## src/rtl/addsub_accum_unit.sv

```systemverilog
// Registered add/subtract/accumulate unit with valid/ready handshake, signed accumulator,
// saturating sample counter and sticky overflow flag. Define ADDSUB_SAT_EN to clamp the accumulator on overflow.
module addsub_accum_unit #(
    parameter int WIDTH = 4,
    parameter int ACC_W = 8,
    parameter int CNT_W = 4
) (
    input  logic             clk,
    input  logic             rst_n,
    input  logic             in_valid,
    output logic             in_ready,
    input  logic [WIDTH-1:0] op_a,
    input  logic [WIDTH-1:0] op_b,
    input  logic [1:0]       mode,
    output logic             out_valid,
    input  logic             out_ready,
    output logic [ACC_W-1:0] result,
    output logic             neg,
    output logic             ovf,
    output logic [CNT_W-1:0] count
);

    typedef enum logic [1:0] {
        MODE_SUB     = 2'b00,
        MODE_ADD     = 2'b01,
        MODE_ACC_SUB = 2'b10,
        MODE_ACC_CLR = 2'b11
    } mode_e;

    localparam int D_W = WIDTH + 2;

`ifdef ADDSUB_SAT_EN
    localparam bit SAT_EN = 1'b1;
`else
    localparam bit SAT_EN = 1'b0;
`endif

    // Two's-complement overflow: equal operand signs, differing sum sign.
    function automatic logic add_ovf(input logic a_msb, input logic b_msb, input logic s_msb);
        return (a_msb == b_msb) && (s_msb != a_msb);
    endfunction

    // Wrap by default; clamp by the sign of the true (ACC_W+1)-bit sum when saturation is built in.
    function automatic logic signed [ACC_W-1:0] sat_acc(input logic signed [ACC_W:0] sum_in,
                                                        input logic ovf_now);
        logic signed [ACC_W-1:0] r;
        r = sum_in[ACC_W-1:0];
        if (SAT_EN && ovf_now) begin
            r = sum_in[ACC_W] ? {1'b1, {(ACC_W-1){1'b0}}} : {1'b0, {(ACC_W-1){1'b1}}};
        end
        return r;
    endfunction

    logic                    out_valid_q;
    logic [ACC_W-1:0]        result_q, result_d;
    logic signed [ACC_W-1:0] acc_q, acc_d;
    logic                    ovf_q, ovf_d;
    logic [CNT_W-1:0]        count_q, count_d;

    logic signed [D_W-1:0]   a_s, b_s, d_s;
    logic signed [ACC_W-1:0] d_ext;
    logic signed [ACC_W:0]   sum;
    logic                    sum_ovf;
    logic                    accept;

    assign in_ready = !out_valid_q || out_ready;
    assign accept   = in_valid && in_ready;

    // Operands are unsigned; two guard bits keep A+B and A-B exact before sign extension.
    assign a_s     = $signed({2'b00, op_a});
    assign b_s     = $signed({2'b00, op_b});
    assign d_s     = (mode_e'(mode) == MODE_ADD) ? (a_s + b_s) : (a_s - b_s);
    assign d_ext   = ACC_W'(d_s);
    assign sum     = (ACC_W+1)'(acc_q) + (ACC_W+1)'(d_ext);
    assign sum_ovf = add_ovf(acc_q[ACC_W-1], d_ext[ACC_W-1], sum[ACC_W-1]);

    always_comb begin
        result_d = result_q;
        acc_d    = acc_q;
        ovf_d    = ovf_q;
        count_d  = count_q;
        case (mode_e'(mode))
            MODE_SUB, MODE_ADD: begin
                result_d = d_ext;
            end
            MODE_ACC_SUB: begin
                acc_d    = sat_acc(sum, sum_ovf);
                ovf_d    = ovf_q | sum_ovf;
                count_d  = (&count_q) ? count_q : count_q + CNT_W'(1);
                result_d = acc_d;
            end
            MODE_ACC_CLR: begin
                acc_d    = '0;
                ovf_d    = 1'b0;
                count_d  = '0;
                result_d = '0;
            end
            default: ;
        endcase
    end

    // Result stage: a new beat overwrites the result only when the previous one is consumed or absent.
    always_ff @(posedge clk) begin
        if (!rst_n) begin
            out_valid_q <= 1'b0;
            result_q    <= '0;
            acc_q       <= '0;
            ovf_q       <= 1'b0;
            count_q     <= '0;
        end else if (accept) begin
            out_valid_q <= 1'b1;
            result_q    <= result_d;
            acc_q       <= acc_d;
            ovf_q       <= ovf_d;
            count_q     <= count_d;
        end else if (out_ready) begin
            out_valid_q <= 1'b0;
        end
    end

    assign out_valid = out_valid_q;
    assign result    = result_q;
    assign neg       = result_q[ACC_W-1];
    assign ovf       = ovf_q;
    assign count     = count_q;

endmodule

```

## config.mk

```make
export PLATFORM = sky130hd
export DESIGN_NAME = addsub_accum_unit
export DESIGN_NICKNAME = d
export VERILOG_FILES = /design/src/rtl/addsub_accum_unit.sv
export SDC_FILE = /design/constraint.sdc
export NUM_CORES = 1
export LEC_CHECK = 0
export ABC_AREA = 0
export ABC_CLOCK_PERIOD_IN_PS = 8900
export CAP_MARGIN = 20
export CORE_UTILIZATION = 56
export DETAILED_ROUTE_END_ITERATION = 8
export PLACE_DENSITY = 0.85
export SYNTH_ARGS = -nofsm -noshare
export SYNTH_HDL_FRONTEND = slang
export SYNTH_SLANG_ARGS = --single-unit
```

## constraint.sdc

```tcl
create_clock -name clk -period 8.9 [get_ports clk]
set_clock_uncertainty 0.2 [all_clocks]
set_input_delay 1.78 -clock clk [delete_from_list [all_inputs] [get_ports clk]]
set_output_delay 1.78 -clock clk [all_outputs]
set_load 0.02 [all_outputs]
```

==> reports/metrics.cfg, run 1 <==
[clock_network]
cts_made_buffers = 3
cts_setup_buffers = 0
ctsHtreeMaxLevel = 1
holdBufCountCts = 0
ctsResizeCount = 0
path_clk_slew_ns = 0.13
cts_tree = done
clk_latency_ns = 0.32
clock_sinks = 22
clock_path_buffers = 2
root_buffer = clkbuf_4

[logic_synthesis]
synth_top_family_by_area = compound AO/OA/AOI/OAI gates
ys_ff_latch = 22
synth-compound-area-share_pct = 23.6
syn-num-nets = 235
syn_area_per_cell_um2 = 8.10
muxShareOfSynthArea_pct = 1.22
synthSimpleGateAreaFrac_pct = 22.6
async_flop_share_pct = 0
ys_top_cells_by_area = dfxtp_1 27%, ha_1 12%, nor2_1 6.0%, a21oi_1 4.3%, fa_1 3.7%
synth_xor_area_share_pct = 2.68
synth_seq_area_share_pct = 26.9
synth.top_cell.area_share_pct = 26.9
yosys_warnings = 0
synth_edf_count = 0
synth_top_area_cell = dfxtp_1
synthAdderAreaFrac_pct = 15.9
netlist_area_um2 = 1640
synth_cells = 202
synth_cell_types = 50
synthFlopType = dfxtp_1

[detailed_routing]
route.detailed.drc = 0
vias = 1677
firstDrtPassIters = 5
ant_nets = 0
routed_wl_um = 4310
vias_per_cell = 6.47
drtIter0Drc = 118
routedWlPerCell_um = 16.7

[floorplan]
core_um2 = 2760
ios = 30
die_y_um = 56.1
row_count = 19
die_w_um = 56.1
start_util_pct = 59.3
dieArea_um2 = 3140

[critical_path]
startpoint = out_ready
rr_worst_depth = 8
cp_cell_sequence = clkdlybuf4s50_1 > nand2b_1 > clkdlybuf4s50_1
worst_setup_path_end_kind = primary output
regToRegSetupSlack_ns = 6.33
path_buf_inv = 2
r2r_end = acc_q[6]
cp_top_family = buffers and inverters
crit_type = in -> out
reg2reg_from = acc_q[0]
arrival_ns = 3.18
critPathSlowestCell = clkdlybuf4s50_1
crit_fanout = 9
start_kind = primary input
slowest_delay_ns = 0.67
path_common_cell = clkdlybuf4s50_1
crit_required_ns = 6.92

[global_route]
antenna_found_initial = 0
grt_max_degree = 16
grt_pass1_wl_um = 7130
gr-total-overflow = 0
grt_usage_pct = 28.7
grt_pass1_vias = 1610

[place]
place.gp.congestion = 0.846
port_buffers = 29
dp_hpwl_um = 3160

[power]
powerDensity_nw_per_um2 = 131
total_power_mw = 0.256
ir_drop_mv = 0.110
p_leak_nw = 0.799

[cells_and_area]
final_cell_mix = 29 x clkdlybuf4s50_1, 26 x nor2_1, 22 x dfxtp_1
area_growth_pct = 19.3
final_nets = 262
diodes = 0
utilization_pct = 70.8
layout_commonest_cell = clkdlybuf4s50_1
regArea_um2 = 440
drive_above_1_share_pct = 4.82
n_fill_cell = 210
multiInputGateArea_um2 = 1080

[hold_path]
hold_path.class = reg -> reg
hp-start = ovf
hold_end = ovf
hold_depth = 2

[sta]
finalHoldViolations = 0
rsz0062_at_grt = no
fin_tns_setup_ns = 0
worst_slew_pin_slew_ns = 0.635
post-route-period-util_pct = 58.0
slew_headroom_pct = 57.6
fmax_mhz = 194
fin_crit_ns = 5.16
setup_viol = 0
report.final.slew_viol_count = 0

[run]
drv_cap = 0

[outcome]
run_status = finished, final reports clean

## flip-flops by register name, indices dropped and copies added (netlist names)
name,flops
acc_q,8
count,4
out_valid,1
ovf,1
result,8
## synth_stat cells, types with 3 or more instances
cell type,count
nor2_1,26
dfxtp_1,22
ha_1,16
nand2_1,16
inv_1,15
a21oi_1,14
o21ai_0,10
a22oi_1,7
nand3_1,5
nor3_1,5
nand2b_1,4
nor2b_1,4
a2111oi_0,3
fa_1,3
o211ai_1,3
xor2_1,3
## logic make-up after synthesis
family                   count (synthesis)
adder cells (fa/ha/maj)                 19
AND/OR/NAND/NOR                         76
AO/OA/AOI/OAI                           55
multiplexers                             2
buffers and inverters                   23
XOR/XNOR                                 5
flip-flops                              22
## worst register-to-register path, delay by kind of cell (launching register included)
family                   cells  cell delay (ns)
AO/OA/AOI/OAI                4             1.12
adder cells (fa/ha/maj)      2             0.60
flip-flops                   1             0.37
AND/OR/NAND/NOR              1             0.18
buffers and inverters        1             0.06
## metrics by stage
step                      worst slack [ns]  instance area [um2]  hold slack, ns  std cells
final                                 3.74                 1950           0.278        259
after global routing                  3.65                 1950           0.287        259
after CTS                             3.75                 1950           0.272        259
after detailed placement              3.58                 1920           0.250        255
after global placement                3.77                 1920           0.241        255
after floorplan                       4.41                 1640           0.241        202
## metal layers
| layer | global-route usage, % | share of wire (%) | up-vias |
|---|---|---|---|
| li1 | - | - | 775 |
| met1 | 38.0 | 41 | 788 |
| met2 | 45.1 | 47 | 94 |
| met3 | 6.28 | 8.9 | 20 |
| met4 | 11.8 | 2.6 | 0 |
| met5 | 0 | 0 | - |
## final cells by class
type | instances | share of cell area, %
clock buffer | 4 | 1.86
inverter | 16 | 3.33
multi-input combinational | 157 | 55.4
sequential | 22 | 22.6
tap | 31 | 1.99
timing repair buffer | 29 | 14.9
## worst max path at each step
stage                           end  slack [ns]  cells after the start
after floorplan           result[7]        4.41                     13
after global placement    result[6]        3.77                     13
after detailed placement  result[6]        3.58                     13
after CTS                  in_ready        3.75                      3
after global routing      result[6]        3.65                     13
final                      in_ready        3.74                      3
## report_power, final
part           internal, mW  switching [mW]
clock                0.0251          0.0343
sequential            0.104         0.00350
combinational        0.0380          0.0511
Power figures use the tool's default switching activity.
==> run 2, diff against run 1 <==
- ABC_CLOCK_PERIOD_IN_PS: 8900 -> 5200
- CORE_UTILIZATION: 56 -> 52
- PLACE_DENSITY: 0.85 -> 0.79
- clock period: 8.9 -> 5.2 ns (I/O delays scaled with it)
==> run 2 against run 1 <==
Cell area is 1.5% higher. Worst hold slack better by 0.0059 ns. Non-clock buffer count stayed put. Die area is 7.4% higher. Sequential power is 72% higher. Final cell count is 4.2% higher. Critical path type is now in -> reg. Largest power group unchanged.
==> reports/metrics.cfg, run 2 (synthesis gave the netlist of run 1 again) <==
[clock_network]
clk_latency_ns = 0.32
ctsResizeCount = 0
clock_path_buffers = 2
holdBufCountCts = 0
cts_made_buffers = 3
path_clk_slew_ns = 0.14
clock_sinks = 22
cts_tree = done
cts_setup_buffers = 0
ctsHtreeMaxLevel = 1
root_buffer = clkbuf_4

[hold_path]
hp-start = acc_q[2]
hold_depth = 2
hold_path.class = reg -> reg
hold_end = acc_q[2]

[critical_path]
start_kind = primary input
crit_fanout = 5
arrival_ns = 4.31
crit_required_ns = 5.22
worst_setup_path_end_kind = flop
reg2reg_from = acc_q[0]
crit_type = in -> reg
regToRegSetupSlack_ns = 2.72
r2r_end = result[6]
rr_worst_depth = 8

[detailed_routing]
drtIter0Drc = 80
vias = 1577
ant_nets = 0
vias_per_cell = 5.84
routedWlPerCell_um = 15.0
firstDrtPassIters = 4
routed_wl_um = 4040
route.detailed.drc = 0

[sta]
finalHoldViolations = 0
rsz0062_at_grt = no
worst_slew_pin_slew_ns = 0.548
fin_tns_setup_ns = 0
fin_crit_ns = 4.29
setup_viol = 0
slew_headroom_pct = 63.3
post-route-period-util_pct = 82.5
fmax_mhz = 233
fin_hold_ws_ns = 0.284
report.final.slew_viol_count = 0

[place]
dp_hpwl_um = 3090
place.gp.congestion = 0.924
port_buffers = 29

[global_route]
gr-total-overflow = 0
grt_pass1_vias = 1444
grt_max_degree = 16
antenna_found_initial = 0
grt_usage_pct = 25.1
grt_pass1_wl_um = 6600

[cells_and_area]
diodes = 0
drive_above_1_share_pct = 4.82
final_cell_mix = 29 x clkdlybuf4s50_1, 26 x nor2_1, 22 x dfxtp_1
final_nets = 262
layout_commonest_cell = clkdlybuf4s50_1
area_growth_pct = 21.1

[outcome]
run_status = finished, final reports clean

[run]
drv_cap = 0

[floorplan]
die_w_um = 58.1
start_util_pct = 56.9
core_um2 = 2880
dieArea_um2 = 3380
die_y_um = 58.1
ios = 30
row_count = 19

[power]
powerDensity_nw_per_um2 = 238
p_leak_nw = 0.806
ir_drop_mv = 0.149

==> run 2: per-layer routing <==
metal	wire length, um	GRT usage, %
met5	0	0
met2	1960	42.7
met1	1770	33.5
met3	288	2.68
met4	22	7.48
==> run 2: how the worst max path moves through the flow <==
stage | endpoint | start | cells past startpoint
6_report | result[6] | op_b[2] | 13
5_1_grt | result[7] | op_b[0] | 13
4_1_cts | result[6] | op_b[2] | 13
3_5_place_dp | result[7] | op_b[2] | 13
3_3_place_gp | result[6] | op_b[2] | 13
2_1_floorplan | result[7] | op_a[0] | 13
==> run 2: stage by stage <==
stage	power [mW]	util, %	std cells	setup slack [ns]	instance area (um2)
detailed placement	0.335	67.1	266	0.684	1930
floorplan	0.288	-	202	1.45	1640
global placement	0.332	67.1	266	0.674	1930
finish	0.472	68.9	270	0.911	1980
global route	0.495	68.9	270	0.792	1980
CTS	0.473	68.9	270	0.988	1980
==> run 2: worst max-delay path: stages <==
cell,delay (ns)
clkdlybuf4s50_1,0.48
inv_1,0.05
ha_1,0.35
inv_1,0.07
a221o_1,0.32
a22oi_1,0.34
xor2_1,0.19
ha_1,0.29
o21ai_0,0.18
a21oi_1,0.08
o21ai_0,0.36
a2111oi_0,0.19
or3_1,0.38
==> run 2: final cells by class <==
type	instances	area [um2]
Timing Repair Buffer	29	290
Multi-Input combinational cell	157	1080
Tap cell	42	52.6
Fill cell	242	895
Clock buffer	3	22.5
Inverter	16	65.1
Sequential cell	22	440
Clock inverter	1	30.0
==> run 2: where the power goes <==
part           internal (mW)  switching (mW)
clock network         0.0780          0.0592
logic                 0.0651          0.0861
registers              0.178         0.00569
